## config.mk

```make
export PLATFORM = sky130hd
export DESIGN_NAME = frog_game_ctrl
export DESIGN_NICKNAME = d
export VERILOG_FILES = /design/src/rtl/frog_game_ctrl.sv
export SDC_FILE = /design/constraint.sdc
export NUM_CORES = 1
export LEC_CHECK = 0
export BUFFER_PORTS_ARGS = -buffer_cell sky130_fd_sc_hd__buf_4
export CAP_MARGIN = 40
export CORE_MARGIN = 2
export CORE_UTILIZATION = 30
export CTS_CLUSTER_SIZE = 14
export DETAILED_ROUTE_END_ITERATION = 8
export HOLD_SLACK_MARGIN = 0.15
export PLACE_DENSITY = 0.54
export SYNTH_ARGS = -nofsm -noshare
export SYNTH_HDL_FRONTEND = slang
export SYNTH_SLANG_ARGS = --single-unit
```

## constraint.sdc

```tcl
create_clock -name clock -period 1.9 [get_ports clock]
set_input_delay 0.19 -clock clock [delete_from_list [all_inputs] [get_ports clock]]
set_output_delay 0.19 -clock clock [all_outputs]
set_load 0.05 [all_outputs]
```

## src/rtl/frog_game_ctrl.sv

```systemverilog
`default_nettype none
// ============================================================================
//  Module   : frog_game_ctrl
//  Brief    : Game-flow controller for the frog/lane matrix game. Sequences
//             IDLE -> PLAY -> HIT/OVER, keeps lives and level, generates the
//             lane drift tick and the frog/lane re-home pulse. All outputs
//             are registered.
//  Options  : FROG_SPEEDUP_EN - when defined, the drift period halves with
//             each level (TICK_BASE >> level), floored at 16 cycles.
//  Revision : 1.0 - initial release
// ============================================================================
module frog_game_ctrl #(
    parameter int TICK_BASE = 128,
    parameter int LIVES     = 3,
    parameter int HIT_HOLD  = 16
) (
    input  logic       clock,
    input  logic       reset,
    input  logic       start,
    input  logic       crash,
    input  logic       goal,
    output logic       drift_tick,
    output logic       lane_reset,
    output logic       blank,
    output logic [1:0] lives,
    output logic [1:0] level,
    output logic [1:0] state,
    output logic       win
);

    localparam logic [1:0] c_IDLE = 2'b00;
    localparam logic [1:0] c_PLAY = 2'b01;
    localparam logic [1:0] c_HIT  = 2'b10;
    localparam logic [1:0] c_OVER = 2'b11;

    // Counter wide enough for the largest period, including the 16-cycle floor
    localparam int c_PMAX   = (TICK_BASE > 16) ? TICK_BASE : 16;
    localparam int c_CNT_W  = $clog2(c_PMAX);
    localparam int c_HOLD_W = (HIT_HOLD > 1) ? $clog2(HIT_HOLD) : 1;

    localparam logic [c_CNT_W:0]    c_BASE      = (c_CNT_W + 1)'(TICK_BASE);
    localparam logic [c_CNT_W:0]    c_MINP      = (c_CNT_W + 1)'(16);
    localparam logic [c_CNT_W:0]    c_PONE      = (c_CNT_W + 1)'(1);
    localparam logic [c_CNT_W-1:0]  c_CNT_ONE   = c_CNT_W'(1);
    localparam logic [c_HOLD_W-1:0] c_HOLD_LAST = c_HOLD_W'(HIT_HOLD - 1);
    localparam logic [c_HOLD_W-1:0] c_HOLD_ONE  = c_HOLD_W'(1);
    localparam logic [1:0]          c_LIVES     = 2'(LIVES);

    logic [1:0]          r_state, w_state_nxt;
    logic [1:0]          r_lives, w_lives_nxt;
    logic [1:0]          r_level, w_level_nxt;
    logic                r_win, w_win_nxt;
    logic                r_blank, w_blank_nxt;
    logic                r_drift, w_drift_nxt;
    logic                r_lrst, w_lrst_nxt;
    logic [c_CNT_W-1:0]  r_cnt, w_cnt_nxt;
    logic [c_HOLD_W-1:0] r_hold, w_hold_nxt;
    logic [c_CNT_W:0]    w_period, w_period_m1;

    // Event decodes; crash outranks goal, and goal outranks the drift tick
    logic w_start_go, w_crash_go, w_goal_lvl, w_goal_win, w_hold_done, w_tick_due;
    assign w_start_go  = ((r_state == c_IDLE) || (r_state == c_OVER)) && start;
    assign w_crash_go  = (r_state == c_PLAY) && crash;
    assign w_goal_lvl  = (r_state == c_PLAY) && !crash && goal && (r_level != 2'd3);
    assign w_goal_win  = (r_state == c_PLAY) && !crash && goal && (r_level == 2'd3);
    assign w_hold_done = (r_state == c_HIT) && (r_hold == c_HOLD_LAST);
    assign w_tick_due  = ({1'b0, r_cnt} == w_period_m1);

    // Drift period for the current level
    always_comb begin
`ifdef FROG_SPEEDUP_EN
        w_period = c_BASE >> r_level;
        if (w_period < c_MINP) w_period = c_MINP;
`else
        w_period = c_BASE;
`endif
        w_period_m1 = w_period - c_PONE;
    end

    // State and output registers
    always_ff @(posedge clock) begin
        if (reset) begin
            r_state <= c_IDLE;
            r_lives <= c_LIVES;
            r_level <= 2'd0;
            r_win   <= 1'b0;
            r_blank <= 1'b0;
            r_drift <= 1'b0;
            r_lrst  <= 1'b0;
            r_cnt   <= '0;
            r_hold  <= '0;
        end else begin
            r_state <= w_state_nxt;
            r_lives <= w_lives_nxt;
            r_level <= w_level_nxt;
            r_win   <= w_win_nxt;
            r_blank <= w_blank_nxt;
            r_drift <= w_drift_nxt;
            r_lrst  <= w_lrst_nxt;
            r_cnt   <= w_cnt_nxt;
            r_hold  <= w_hold_nxt;
        end
    end

    // Next-state decision
    always_comb begin
        w_state_nxt = r_state;
        case (r_state)
            c_IDLE:  if (w_start_go) w_state_nxt = c_PLAY;
            c_PLAY: begin
                if (w_crash_go)      w_state_nxt = c_HIT;
                else if (w_goal_win) w_state_nxt = c_OVER;
            end
            c_HIT:   if (w_hold_done) w_state_nxt = (r_lives != 2'd0) ? c_PLAY : c_OVER;
            default: if (w_start_go) w_state_nxt = c_PLAY;
        endcase
    end

    // Next values of lives/level/flags/counters; counters rest at 0 outside PLAY/HIT
    always_comb begin
        w_lives_nxt = r_lives;
        w_level_nxt = r_level;
        w_win_nxt   = r_win;
        w_blank_nxt = r_blank;
        w_drift_nxt = 1'b0;
        w_lrst_nxt  = 1'b0;
        w_cnt_nxt   = '0;
        w_hold_nxt  = '0;
        if (w_start_go) begin
            w_lives_nxt = c_LIVES;
            w_level_nxt = 2'd0;
            w_win_nxt   = 1'b0;
            w_blank_nxt = 1'b0;
            w_lrst_nxt  = 1'b1;
        end else if (w_crash_go) begin
            w_lives_nxt = (r_lives == 2'd0) ? 2'd0 : r_lives - 2'd1;
            w_blank_nxt = 1'b1;
        end else if (w_goal_lvl) begin
            w_level_nxt = r_level + 2'd1;
            w_lrst_nxt  = 1'b1;
        end else if (w_goal_win) begin
            w_win_nxt = 1'b1;
        end else if (r_state == c_PLAY) begin
            if (w_tick_due) w_drift_nxt = 1'b1;
            else            w_cnt_nxt   = r_cnt + c_CNT_ONE;
        end else if (r_state == c_HIT) begin
            if (w_hold_done) begin
                if (r_lives != 2'd0) begin
                    w_blank_nxt = 1'b0;
                    w_lrst_nxt  = 1'b1;
                end else begin
                    w_win_nxt = 1'b0;
                end
            end else begin
                w_hold_nxt = r_hold + c_HOLD_ONE;
            end
        end
    end

    assign drift_tick = r_drift;
    assign lane_reset = r_lrst;
    assign blank      = r_blank;
    assign lives      = r_lives;
    assign level      = r_level;
    assign state      = r_state;
    assign win        = r_win;

endmodule
`default_nettype wire

```

==> results.cfg <==
[clock_tree]
number_of_buffers_created_by_cts = 3
clock_tree.htree_level_count = 1
clock_tree_from_tritoncts = built
post-cts-setup-buffer-count = 0
clock_insertion_delay_worst_skew_ns = 0.31
cts-root-buf = sky130_fd_sc_hd__clkbuf_4
post_cts_resize_count = 0
cts_num_sinks = 21
clk_pin_slew_ns = 0.12
clock_tree_buffer_depth = 2

[min_path]
min_delay_worst_endpoint = lane_reset
min_path_cells = 3
worst_min_delay_path_category = input port to flop
hold_path_startpoint = start

[die]
floorplan.die.width_um = 59.1
rows = 19
initial_util_pct = 32.2
chipHeight_um = 59.1
die_outline_area_um2 = 3490
core_area_um2 = 2830
design.portCount = 15

[routing]
via_count = 723
detail_route.wirelength_mm = 1.68
drt_drc_violations_left = 0
post_drt_antenna_nets = 0
detail_routed_net_length_per_standard_cell_um = 11.3
first_iter_violations = 29
drt_first_pass_iters = 4
post_drt_via_cell_ratio = 4.85

[global_routing]
met1_usage_pct = 15.5
first_global_vias = 719
grt-ovfl-total = 0
grt_start_max_net_pins = 13
antenna_found_initial = 0
grt.met2_usage_pct = 17.8
globalRoute.busiestLayer = met2
grt_use_met3_pct = 3.93
gr-usage-all-layers_pct = 11.7
wire_length_of_the_first_global_routing_pass_mm = 3.06

[critical_path]
timing.critical_path.from_type = flop
worst_r2r_endpoint = r_cnt[5]
path_buf_inv = 1
flop_to_flop_setup_slack_ns = 0.21
critical_path.top_delay_family = simple AND/OR/NAND/NOR gates
worst_ep_required_time_ns = 2.16
reg2reg_launch_point = state[0]
worst-endpoint-arrival_ns = 1.95
cpMaxStageDelayCell = sky130_fd_sc_hd__or3_4
critical_path_peak_fanout = 6
path_class = flop to flop
cpPeakStageDelay_ns = 0.38
r2r_cells = 6
setup.worst_path.end_class = flop
timing.critical_path.cells = inv_1, ha_1, a21o_1, or3_4, nand2b_4, nor2_1

[power_and_ir_drop]
seq_power_share_pct = 52.1
clk_pwr_share_pct = 23.6
power.total_uw = 911
p_comb_share_pct = 24.3
power.internal_uw = 617
max-vdd-ir-drop_uv = 366
power.switching_uw = 294
power-per-cell-area_nw_per_um2 = 839
proportion_of_total_power_due_to_net_switching_pct = 32.3
static_leakage_uw = 0.000448

[job]
maxCapViolCount = 0

[place]
port_buffers = 14
dp_worst_setup_slack_ns = 0.228
dp_hpwl_mm = 1.30
gpl.final_weighted_congestion = 0.673

[synth]
synth-async-reset-ratio_pct = 0
synth-simple-area-share_pct = 23.6
post-synth-top-area-fraction_pct = 46.2
ys_ff_latch = 21
yosys.area_share.xor_xnor_pct = 7.69
post_synth_fa_ha_maj_area_fraction_pct = 6.87
synth_fp_nets = 110
count_of_flip_flops_with_a_built_in_enable_after_synthesis = 0
postSynthCellCount = 100
synthesis.yosys.warnings = 0
synth.largest_area_cell = sky130_fd_sc_hd__dfxtp_1
netlist_top_cells_area = sky130_fd_sc_hd__dfxtp_1, sky130_fd_sc_hd__ha_1, sky130_fd_sc_hd__nor2_1
combinational_family_with_the_most_area_after_synthesis = simple AND/OR/NAND/NOR gates
synth_most_common_cell = sky130_fd_sc_hd__dfxtp_1
syn_area_per_cell_um2 = 9.11
unique_cell_type_count_in_the_yosys_netlist = 27
synth_compound_gate_area_share_pct = 10.6
netlist_top_cells_count = sky130_fd_sc_hd__dfxtp_1, sky130_fd_sc_hd__nor2_1, sky130_fd_sc_hd__a21oi_1, sky130_fd_sc_hd__nand2_1
synth_seq_area_share_pct = 46.2
synth_area_um2 = 911
multiplexer_area_fraction_after_synthesis_pct = 2.20
postSynth.topFlopCell = sky130_fd_sc_hd__dfxtp_1

[layout]
nets = 129
antenna_diodes = 0
final_layout_size_suffix_gt1_share_pct = 17.8
layout.core_utilization_pct = 38.4
areaGrowthSynthToFinish_pct = 19.2

[sta]
post-route-worst-setup-slack_ns = 0.208
max_freq_mhz = 591
final.min_clock_period_ns = 1.69
timing.hold.ws_ns = 0.164
hold_viol = 0
slew_violations = 0
worst_clock_skew_ns = 0.0121
fin_setup_tns_ns = 0
slew_headroom_pct = 79.9
finalSetupViolCount = 0
rsz0062_at_grt = false
worst_slew_pin_slew_ns = 0.301
final_min_period_over_clock_period_pct = 89.1

[status]
outcome = completed
[flip-flops by register name (all words and copies together) (netlist names)]
| register | count |
|---|---|
| blank | 1 |
| drift_tick | 1 |
| lane_reset | 1 |
| level | 2 |
| lives | 2 |
| r_cnt | 7 |
| r_hold | 4 |
| state | 2 |
| win | 1 |
[layer usage]
| layer | wire length, um | vias to the layer above |
|---|---|---|
| met1 | 868 | 329 |
| met2 | 742 | 11 |
| li1 | - | 381 |
| met5 | 0 | - |
| met4 | 17 | 0 |
| met3 | 52 | 2 |
[repair_timing]
item                                    CTS  global route
hold buffers                              1             0
endpoints found under the hold margin     3             0
endpoints found under the setup margin    0             0
[worst reg2reg max path, delay by kind of cell, from the launching register on]
| kind | cells | cell delay [ns] |
|---|---|---|
| and+or+nand+nor | 3 | 0.65 |
| DFF | 1 | 0.37 |
| adders and majority gates | 1 | 0.33 |
| AOI/OAI and AO/OA | 1 | 0.24 |
| buffers and inverters | 1 | 0.05 |
[cell families (layout without fill, tap and decap cells)]
group | count (synthesis) | after routing
buffers and inverters | 6 | 24
and+or+nand+nor | 42 | 42
DFF | 21 | 21
muxes | 2 | 2
xor gates and xnor gates | 8 | 8
AOI/OAI and AO/OA | 16 | 16
adders and majority gates | 5 | 5
[power by group through the flow]
stage / Sequential [uW] / Combinational [uW] / Clock [uW]
2_1_floorplan: 540 / 109 / 0
3_5_place_dp: 485 / 220 / 0
5_1_grt: 477 / 247 / 249
4_1_cts: 475 / 222 / 231
6_report: 474 / 221 / 215
3_3_place_gp: 484 / 219 / 0
[metrics by stage]
step | instance area, um^2 | cells
6_report | 1090 | 149
5_1_grt | 1090 | 149
4_1_cts | 1090 | 149
3_5_place_dp | 1050 | 144
3_3_place_gp | 1050 | 144
2_1_floorplan | 912 | 100
[placed cells by master, fill, tap and decap left out, drive strengths merged]
| master | instances |
|---|---|
| a21o | 2 |
| a21oi | 8 |
| a31oi | 1 |
| and2 | 2 |
| and2b | 1 |
| and3b | 1 |
| buf | 14 |
| clkbuf | 3 |
| clkinv | 1 |
| dfxtp | 21 |
| dlygate4sd3 | 1 |
| ha | 5 |
| inv | 5 |
| mux2i | 2 |
| nand2 | 7 |
| nand2b | 3 |
| nand3 | 4 |
| nand4 | 4 |
| nor2 | 15 |
| nor3 | 3 |
| o211ai | 1 |
| o21a | 1 |
| o21ai | 1 |
| o22ai | 1 |
| o41ai | 1 |
| or3 | 2 |
| xnor2 | 3 |
| xor2 | 5 |
[worst max-delay path by stage]
| stage | start | end | slack, ns | cells after the start |
|---|---|---|---|---|
| floorplan | state[1] | r_cnt[3] | 0.02 | 5 |
| global placement | state[0] | r_cnt[3] | 0.27 | 6 |
| detailed placement | state[0] | r_cnt[5] | 0.23 | 6 |
| CTS | state[0] | r_cnt[5] | 0.20 | 6 |
| global route | state[0] | r_cnt[5] | 0.11 | 6 |
| finish | state[0] | r_cnt[5] | 0.21 | 6 |
[area by class of cell]
type	count	area (um^2)
timing repair buffer	15	115
clock buffer	3	22.5
fill	284	1740
multi-input combinational	73	464
clock inverter	1	5.00
sequential	21	422
inverter	5	18.8
tap	31	38.8
Note: power is estimated with default switching activity, not from simulation.
